File: config.mk
export PLATFORM = sky130hd
export DESIGN_NAME = wb_commit_flat
export DESIGN_NICKNAME = d
export VERILOG_FILES = /design/src/rtl/wb_commit_if.sv /design/src/rtl/wb_commit.sv /design/src/flat_wrapper.sv
export SDC_FILE = /design/constraint.sdc
export NUM_CORES = 1
export LEC_CHECK = 0
export CORE_AREA = 3 3 218 166
export CTS_BUF_LIST = sky130_fd_sc_hd__clkbuf_2 sky130_fd_sc_hd__clkbuf_4 sky130_fd_sc_hd__clkbuf_8
export CTS_CLUSTER_DIAMETER = 40
export DETAILED_ROUTE_END_ITERATION = 16
export DIE_AREA = 0 0 221 169
export PLACE_DENSITY = 0.73
export REMOVE_ABC_BUFFERS = 1
export SLEW_MARGIN = 20
export SYNTH_ARGS = -nofsm -noshare
export SYNTH_HDL_FRONTEND = slang
export SYNTH_SLANG_ARGS = --single-unit
File: constraint.sdc
create_clock -name clk -period 3.75 [get_ports clk]
set_input_delay 0.75 -clock clk [delete_from_list [all_inputs] [get_ports clk]]
set_output_delay 0.75 -clock clk [all_outputs]
set_load 0.02 [all_outputs]
File: src/rtl/wb_commit_if.sv
// Writeback/commit bus: issue-side scoreboard inputs, execute results, regfile write ports, status.
// WB_BYPASS_EN adds the same-cycle writeback bypass read ports.
interface wb_commit_if #(
  parameter int unsigned DW   = 32,
  parameter int unsigned PCW  = 32,
  parameter int unsigned NREG = 32
);
  logic            stop;
  logic            iss1_valid, iss1_wen;
  logic [4:0]      iss1_rd;
  logic            iss2_valid, iss2_wen;
  logic [4:0]      iss2_rd;
  logic            ex1_valid, ex1_wen;
  logic [PCW-1:0]  ex1_pc;
  logic [4:0]      ex1_rd;
  logic [DW-1:0]   ex1_data;
  logic            ex2_valid, ex2_wen;
  logic [PCW-1:0]  ex2_pc;
  logic [4:0]      ex2_rd;
  logic [DW-1:0]   ex2_data;
  logic            rf_we1, rf_we2;
  logic [4:0]      rf_waddr1, rf_waddr2;
  logic [DW-1:0]   rf_wdata1, rf_wdata2;
  logic [NREG-1:0] busy;
  logic [1:0]      commit_num;
  logic [PCW-1:0]  commit_pc;
  logic [63:0]     retired;
`ifdef WB_BYPASS_EN
  logic [4:0]      byp_ra1, byp_ra2;
  logic            byp_hit1, byp_hit2;
  logic [DW-1:0]   byp_data1, byp_data2;
`endif

  modport master (
`ifdef WB_BYPASS_EN
    output byp_ra1, byp_ra2,
    input  byp_hit1, byp_hit2, byp_data1, byp_data2,
`endif
    output stop, iss1_valid, iss1_wen, iss1_rd, iss2_valid, iss2_wen, iss2_rd,
    output ex1_valid, ex1_wen, ex1_pc, ex1_rd, ex1_data,
    output ex2_valid, ex2_wen, ex2_pc, ex2_rd, ex2_data,
    input  rf_we1, rf_we2, rf_waddr1, rf_waddr2, rf_wdata1, rf_wdata2,
    input  busy, commit_num, commit_pc, retired
  );

  modport slave (
`ifdef WB_BYPASS_EN
    input  byp_ra1, byp_ra2,
    output byp_hit1, byp_hit2, byp_data1, byp_data2,
`endif
    input  stop, iss1_valid, iss1_wen, iss1_rd, iss2_valid, iss2_wen, iss2_rd,
    input  ex1_valid, ex1_wen, ex1_pc, ex1_rd, ex1_data,
    input  ex2_valid, ex2_wen, ex2_pc, ex2_rd, ex2_data,
    output rf_we1, rf_we2, rf_waddr1, rf_waddr2, rf_wdata1, rf_wdata2,
    output busy, commit_num, commit_pc, retired
  );
endinterface

File: src/rtl/wb_commit.sv
// Dual-lane writeback/commit stage with pending-write scoreboard and retire counter.
// Optional feature macro: WB_BYPASS_EN (same-cycle writeback bypass to the issue stage).
module wb_commit #(
  parameter int unsigned DW   = 32,
  parameter int unsigned PCW  = 32,
  parameter int unsigned NREG = 32,
  parameter int unsigned CNTW = 2
) (
  input logic        clk,
  input logic        rst,
  wb_commit_if.slave bus
);

  logic            wb1_valid_q, wb1_wen_q, wb2_valid_q, wb2_wen_q;
  logic [PCW-1:0]  wb1_pc_q, wb2_pc_q;
  logic [4:0]      wb1_rd_q, wb2_rd_q;
  logic [DW-1:0]   wb1_data_q, wb2_data_q;
  logic [CNTW-1:0] cnt_q [NREG];
  logic [CNTW-1:0] cnt_d [NREG];
  logic [63:0]     retired_q;
  logic            live, wr1, wr2, same_rd;
  logic [1:0]      commit_num;

  function automatic logic [CNTW-1:0] hits(input logic v1, input logic [4:0] a1,
                                           input logic v2, input logic [4:0] a2,
                                           input logic [4:0] r);
    hits = CNTW'(v1 && (a1 == r)) + CNTW'(v2 && (a2 == r));
  endfunction

  always_ff @(posedge clk) begin
    if (rst) begin
      wb1_valid_q <= 1'b0;
      wb1_wen_q   <= 1'b0;
      wb1_pc_q    <= '0;
      wb1_rd_q    <= '0;
      wb1_data_q  <= '0;
      wb2_valid_q <= 1'b0;
      wb2_wen_q   <= 1'b0;
      wb2_pc_q    <= '0;
      wb2_rd_q    <= '0;
      wb2_data_q  <= '0;
      retired_q   <= '0;
      for (int unsigned r = 0; r < NREG; r++) cnt_q[r] <= '0;
    end else if (!bus.stop) begin
      wb1_valid_q <= bus.ex1_valid;
      wb1_wen_q   <= bus.ex1_wen;
      wb1_pc_q    <= bus.ex1_pc;
      wb1_rd_q    <= bus.ex1_rd;
      wb1_data_q  <= bus.ex1_data;
      wb2_valid_q <= bus.ex2_valid;
      wb2_wen_q   <= bus.ex2_wen;
      wb2_pc_q    <= bus.ex2_pc;
      wb2_rd_q    <= bus.ex2_rd;
      wb2_data_q  <= bus.ex2_data;
      retired_q   <= retired_q + 64'(commit_num);
      for (int unsigned r = 0; r < NREG; r++) cnt_q[r] <= cnt_d[r];
    end
  end

  // Decrements count every valid&wen lane, even the one suppressed by the same-rd rule.
  always_comb begin
    cnt_d[0] = '0;
    for (int unsigned r = 1; r < NREG; r++) begin
      cnt_d[r] = cnt_q[r]
               + hits(bus.iss1_valid && bus.iss1_wen, bus.iss1_rd,
                      bus.iss2_valid && bus.iss2_wen, bus.iss2_rd, 5'(r))
               - hits(wb1_valid_q && wb1_wen_q, wb1_rd_q,
                      wb2_valid_q && wb2_wen_q, wb2_rd_q, 5'(r));
    end
  end

  // Reset drops in-flight entries without writing or committing them.
  always_comb begin
    live    = !bus.stop && !rst;
    wr1     = wb1_valid_q && wb1_wen_q && (wb1_rd_q != 5'd0) && live;
    wr2     = wb2_valid_q && wb2_wen_q && (wb2_rd_q != 5'd0) && live;
    same_rd = wr1 && wr2 && (wb1_rd_q == wb2_rd_q);
    commit_num = live ? ({1'b0, wb1_valid_q} + {1'b0, wb2_valid_q}) : 2'd0;
  end

  always_comb begin
    bus.rf_we1     = wr1 && !same_rd;
    bus.rf_waddr1  = wb1_rd_q;
    bus.rf_wdata1  = wb1_data_q;
    bus.rf_we2     = wr2;
    bus.rf_waddr2  = wb2_rd_q;
    bus.rf_wdata2  = wb2_data_q;
    bus.commit_num = commit_num;
    bus.retired    = retired_q;
    bus.commit_pc  = '0;
    if (live && wb2_valid_q)      bus.commit_pc = wb2_pc_q;
    else if (live && wb1_valid_q) bus.commit_pc = wb1_pc_q;
    bus.busy = '0;
    for (int unsigned r = 1; r < NREG; r++) bus.busy[r] = |cnt_q[r];
  end

`ifdef WB_BYPASS_EN
  always_comb begin
    bus.byp_hit1  = 1'b0;
    bus.byp_data1 = '0;
    bus.byp_hit2  = 1'b0;
    bus.byp_data2 = '0;
    if (bus.byp_ra1 != 5'd0) begin
      if (bus.rf_we2 && (wb2_rd_q == bus.byp_ra1)) begin
        bus.byp_hit1  = 1'b1;
        bus.byp_data1 = wb2_data_q;
      end else if (bus.rf_we1 && (wb1_rd_q == bus.byp_ra1)) begin
        bus.byp_hit1  = 1'b1;
        bus.byp_data1 = wb1_data_q;
      end
    end
    if (bus.byp_ra2 != 5'd0) begin
      if (bus.rf_we2 && (wb2_rd_q == bus.byp_ra2)) begin
        bus.byp_hit2  = 1'b1;
        bus.byp_data2 = wb2_data_q;
      end else if (bus.rf_we1 && (wb1_rd_q == bus.byp_ra2)) begin
        bus.byp_hit2  = 1'b1;
        bus.byp_data2 = wb1_data_q;
      end
    end
  end
`endif

endmodule

File: src/flat_wrapper.sv
// flat-port wrapper written by rule: the top's interface ports become plain ports
module wb_commit_flat 
#(
  parameter int unsigned DW   = 32,
  parameter int unsigned PCW  = 32,
  parameter int unsigned NREG = 32,
  parameter int unsigned CNTW = 2
)
  (clk, rst, bus_stop, bus_iss1_valid, bus_iss1_wen, bus_iss1_rd, bus_iss2_valid, bus_iss2_wen, bus_iss2_rd, bus_ex1_valid, bus_ex1_wen, bus_ex1_pc, bus_ex1_rd, bus_ex1_data, bus_ex2_valid, bus_ex2_wen, bus_ex2_pc, bus_ex2_rd, bus_ex2_data, bus_rf_we1, bus_rf_we2, bus_rf_waddr1, bus_rf_waddr2, bus_rf_wdata1, bus_rf_wdata2, bus_busy, bus_commit_num, bus_commit_pc, bus_retired);
  wb_commit_if #(.DW(DW), .PCW(PCW), .NREG(NREG)) bus_i ();
  input logic clk;
  input logic rst;
  input wire logic [$bits(bus_i.stop)-1:0] bus_stop;
  input wire logic [$bits(bus_i.iss1_valid)-1:0] bus_iss1_valid;
  input wire logic [$bits(bus_i.iss1_wen)-1:0] bus_iss1_wen;
  input wire logic [$bits(bus_i.iss1_rd)-1:0] bus_iss1_rd;
  input wire logic [$bits(bus_i.iss2_valid)-1:0] bus_iss2_valid;
  input wire logic [$bits(bus_i.iss2_wen)-1:0] bus_iss2_wen;
  input wire logic [$bits(bus_i.iss2_rd)-1:0] bus_iss2_rd;
  input wire logic [$bits(bus_i.ex1_valid)-1:0] bus_ex1_valid;
  input wire logic [$bits(bus_i.ex1_wen)-1:0] bus_ex1_wen;
  input wire logic [$bits(bus_i.ex1_pc)-1:0] bus_ex1_pc;
  input wire logic [$bits(bus_i.ex1_rd)-1:0] bus_ex1_rd;
  input wire logic [$bits(bus_i.ex1_data)-1:0] bus_ex1_data;
  input wire logic [$bits(bus_i.ex2_valid)-1:0] bus_ex2_valid;
  input wire logic [$bits(bus_i.ex2_wen)-1:0] bus_ex2_wen;
  input wire logic [$bits(bus_i.ex2_pc)-1:0] bus_ex2_pc;
  input wire logic [$bits(bus_i.ex2_rd)-1:0] bus_ex2_rd;
  input wire logic [$bits(bus_i.ex2_data)-1:0] bus_ex2_data;
  output wire logic [$bits(bus_i.rf_we1)-1:0] bus_rf_we1;
  output wire logic [$bits(bus_i.rf_we2)-1:0] bus_rf_we2;
  output wire logic [$bits(bus_i.rf_waddr1)-1:0] bus_rf_waddr1;
  output wire logic [$bits(bus_i.rf_waddr2)-1:0] bus_rf_waddr2;
  output wire logic [$bits(bus_i.rf_wdata1)-1:0] bus_rf_wdata1;
  output wire logic [$bits(bus_i.rf_wdata2)-1:0] bus_rf_wdata2;
  output wire logic [$bits(bus_i.busy)-1:0] bus_busy;
  output wire logic [$bits(bus_i.commit_num)-1:0] bus_commit_num;
  output wire logic [$bits(bus_i.commit_pc)-1:0] bus_commit_pc;
  output wire logic [$bits(bus_i.retired)-1:0] bus_retired;
  assign bus_i.stop = bus_stop;
  assign bus_i.iss1_valid = bus_iss1_valid;
  assign bus_i.iss1_wen = bus_iss1_wen;
  assign bus_i.iss1_rd = bus_iss1_rd;
  assign bus_i.iss2_valid = bus_iss2_valid;
  assign bus_i.iss2_wen = bus_iss2_wen;
  assign bus_i.iss2_rd = bus_iss2_rd;
  assign bus_i.ex1_valid = bus_ex1_valid;
  assign bus_i.ex1_wen = bus_ex1_wen;
  assign bus_i.ex1_pc = bus_ex1_pc;
  assign bus_i.ex1_rd = bus_ex1_rd;
  assign bus_i.ex1_data = bus_ex1_data;
  assign bus_i.ex2_valid = bus_ex2_valid;
  assign bus_i.ex2_wen = bus_ex2_wen;
  assign bus_i.ex2_pc = bus_ex2_pc;
  assign bus_i.ex2_rd = bus_ex2_rd;
  assign bus_i.ex2_data = bus_ex2_data;
  assign bus_rf_we1 = bus_i.rf_we1;
  assign bus_rf_we2 = bus_i.rf_we2;
  assign bus_rf_waddr1 = bus_i.rf_waddr1;
  assign bus_rf_waddr2 = bus_i.rf_waddr2;
  assign bus_rf_wdata1 = bus_i.rf_wdata1;
  assign bus_rf_wdata2 = bus_i.rf_wdata2;
  assign bus_busy = bus_i.busy;
  assign bus_commit_num = bus_i.commit_num;
  assign bus_commit_pc = bus_i.commit_pc;
  assign bus_retired = bus_i.retired;
  wb_commit #(.DW(DW), .PCW(PCW), .NREG(NREG), .CNTW(CNTW)) u_core (.clk(clk), .rst(rst), .bus(bus_i));
endmodule
==> results.json <==
{
  "run_status": "finished, final reports clean",
  "power_density_nw_per_um2": 379,
  "synthDistinctLibCells": 50,
  "synth.ff_latch_count": 268,
  "detailed_place_hpwl_mm": 30.0,
  "p_leak_nw": 7.24,
  "dpl_cell_area_um2": 17800,
  "grt_usage": 0.216,
  "num_io_pins": 365,
  "worst_ep_required_time_ps": 3000,
  "final.setup_skew_ps": 33.1,
  "worst_path_largest_cell_delay_ps": 710,
  "holdPathStages": 2,
  "rows": 59,
  "hold_path_startpoint": "u_core.wb2_pc_q[15]",
  "comb_power_share": 0.133,
  "gr_overflow_total": 0,
  "power_frac_seq": 0.446,
  "yosys.area.top_type_share": 0.303,
  "core_area_um2": 34400,
  "end_kind": "output pin",
  "crit_path_cell_trace": "nor2_1, nand2_1, o211ai_1, nor4_1, a31oi_1, clkdlybuf4s50_1",
  "final-setup-viol-count": 0,
  "peakVddDrop_mv": 0.270,
  "clock_latency_on_the_worst_skew_pair_ps": 600,
  "hold_violations": 0,
  "drt_first_pass_iters": 5,
  "tritoncts.num_buffers": 49,
  "wire_per_inst_um": 18.3,
  "tritoncts_num_sinks": 268,
  "timing_worst_setup_path_type": "reg2out",
  "chip_height_um": 169,
  "slew-limit-headroom": 0.314,
  "dieArea_um2": 37300,
  "holdPathEnd": "u_core.wb2_pc_q[15]",
  "worst_setup_path_start_kind": "flip-flop",
  "worst_pin_slew_ps": 1030,
  "first_global_vias": 11800,
  "largest_net_degree_at_the_start_of_global_routing": 119,
  "synth_area_leaders": "sky130_fd_sc_hd__dfxtp_1 (30%), sky130_fd_sc_hd__edfxtp_1 (14%), sky130_fd_sc_hd__mux2i_1 (11%)",
  "vias_per_cell": 5.09,
  "critical_path_slowest_stage_cell": "sky130_fd_sc_hd__dfxtp_1",
  "fin_tns_setup_ps": 0,
  "internal_pwr_total_mw": 5.29,
  "seq_area_um2": 5990,
  "hold-worst-slack_ps": 497,
  "drt_iter0_drc": 742,
  "critical_path_buffers_and_inverters": 1,
  "postSynthAreaPerCell_um2": 9.74,
  "final_net_count": 1993,
  "net-switching-power_mw": 1.88,
  "placement.io_buffers": 363,
  "crit-reg2reg-capture": "u_core.bus.retired[62]",
  "finish.instance_area_um2": 18900,
  "timing.hold.worst.class": "reg2reg",
  "reg2reg_slack_ps": 550,
  "final_antenna_net_count": 0,
  "detailroute.via_count": 11500,
  "h-tree-depth": 2,
  "power_switching_share": 0.262,
  "synth_top_area_cell": "sky130_fd_sc_hd__dfxtp_1",
  "totalWireLength_mm": 41.5,
  "max_cap_violations": 0,
  "path_delay_family": "flip-flops",
  "final-max-slew-violation-count": 0,
  "netlist_area_um2": 13600,
  "cts-resized-gates": 0,
  "rr_worst_depth": 10,
  "grt_setup_unrepaired": "no",
  "place.gp.congestion": 0.945,
  "initial_util": 0.396,
  "grt_pass1_wl_mm": 65.0,
  "area_growth_syn_to_layout_pct": 38.8,
  "post_syn_instances": 1399,
  "arrival_time_reported_for_the_critical_path_endpoint_ps": 2750,
  "drt_drc_violations_left": 0,
  "layout_worst_path_cycle_share": 0.933,
  "drive_gt1_frac": 0.0979,
  "nFillCells": 3063,
  "critical_path.max_fanout": 12,
  "multi_input_gate_area_um2": 7230,
  "power_frac_clock": 0.421,
  "antenna_found_initial": 3,
  "clk_pin_slew_ps": 60,
  "cts_hold_buffers": 0,
  "yosys_warnings": 0,
  "max-clock-path-buffers": 3,
  "rr_startpoint": "u_core.wb2_valid_q",
  "finalCriticalPeriod_ps": 3500,
  "tritoncts": "done",
  "dieWidth_um": 221,
  "max_freq_mhz": 286,
  "post_cts.repair.setup_buffers": 0,
  "yosysSeqAreaShare": 0.439,
  "clock_tree.root_cell": "sky130_fd_sc_hd__clkbuf_8"
}
-- state kept, by name, indices dropped and copies added (netlist names) --
register / cells
u_core.bus.retired: 64
u_core.bus.rf_waddr1: 5
u_core.bus.rf_waddr2: 5
u_core.bus.rf_wdata1: 32
u_core.bus.rf_wdata2: 32
u_core.cnt_q: 62
u_core.wb1_pc_q: 32
u_core.wb1_valid_q: 1
u_core.wb1_wen_q: 1
u_core.wb2_pc_q: 32
u_core.wb2_valid_q: 1
u_core.wb2_wen_q: 1
-- Yosys cell counts (all sizes together) --
library cell	number
xnor2	58
o31ai	11
and2	13
a21oi	35
mux2i	143
nor2b	26
xor2	37
a21o	1
nor4	5
buf	23
nand3b	5
nor3	16
edfxtp	62
nor3b	4
o211ai	1
dfxtp	206
or4	11
or3	26
nand2	92
clkbuf	52
a22o	32
inv	34
a31oi	1
nor2	283
nor4b	1
nand3	47
or2	36
and4	2
and3	9
nand4	23
nand4bb	1
fa	63
o21ai	23
ha	3
nand2b	12
o2111ai	1
conb	1
-- worst min-delay path: stages, from the launching register on --
cell	delay (ps)
sky130_fd_sc_hd__dfxtp_1	320
sky130_fd_sc_hd__mux2i_1	70
sky130_fd_sc_hd__nor2_1	70
-- worst max path at each step --
stage,slack [ps],to,from,depth (start not counted)
after detailed placement,220,u_core.cnt_q[10][1],bus_iss1_rd[2],9
after floorplan,-480,bus_commit_pc[0],bus_stop,3
after CTS,200,bus_rf_we1,u_core.bus.rf_waddr2[0],6
after global routing,60,bus_rf_we1,u_core.bus.rf_waddr2[0],6
after global placement,250,u_core.cnt_q[8][1],bus_iss1_rd[2],8
final,250,bus_rf_we1,u_core.bus.rf_waddr2[0],6
-- power groups by stage --
stage	Clock [mW]	Combinational [mW]	Sequential, mW
final	3.02	0.956	3.20
after global routing	3.23	1.03	3.21
after CTS	3.11	0.961	3.20
after detailed placement	0	0.954	3.26
after global placement	0	0.941	3.25
after floorplan	0	0.352	3.29
-- logic make-up (layout without fill, tap and decap cells) --
group           after synthesis  count (layout)  synth area share
simple gates                612             612             0.218
mux                         143             143             0.105
compound gates              105             105            0.0501
other cells                   1               4          0.000275
flops                       268             268             0.439
xor+xnor                     95              95            0.0611
fa+ha+maj                    66              66            0.0953
buf+inv                     109             518            0.0309
-- cell type report --
cell class              instances  area share
multi-input cells            1022       0.382
diodes                          3    0.000397
repair buffers                393       0.207
well taps                     457      0.0302
flip-flops and latches        268       0.317
clock buffers                  73      0.0502
inverters                      34     0.00675
clock inverters                18     0.00675
-- stage by stage --
step	power, mW	setup WS, ps	std cells	utilization
global placement	4.19	250	2174	0.518
detailed placement	4.21	216	2174	0.518
finish	7.17	252	2268	0.550
global route	7.47	56.0	2268	0.550
floorplan	3.65	-476	1324	-
CTS	7.27	197	2265	0.549
-- metal layers --
layer | vias to the layer above | track usage | part of all wire
li1 | 5455 | - | -
met1 | 5568 | 0.277 | 0.43
met2 | 447 | 0.352 | 0.47
met3 | 69 | 0.0662 | 0.083
met4 | 0 | 0.0627 | 0.022
met5 | - | 0 | 0
-- cells in the final DEF (no fill, tap or decap), drive strengths merged, types with 31 or more instances in the layout --
cell type,synthesis,layout
xor2,37,37
nor2,283,283
dfxtp,206,206
a22o,32,32
buf,23,31
a21oi,35,35
nand2,92,92
xnor2,58,58
edfxtp,62,62
clkdlybuf4s50,0,361
or2,36,36
clkbuf,52,74
inv,34,35
nand3,47,47
mux2i,143,143
fa,63,63
(Power assumes the default switching activity.)
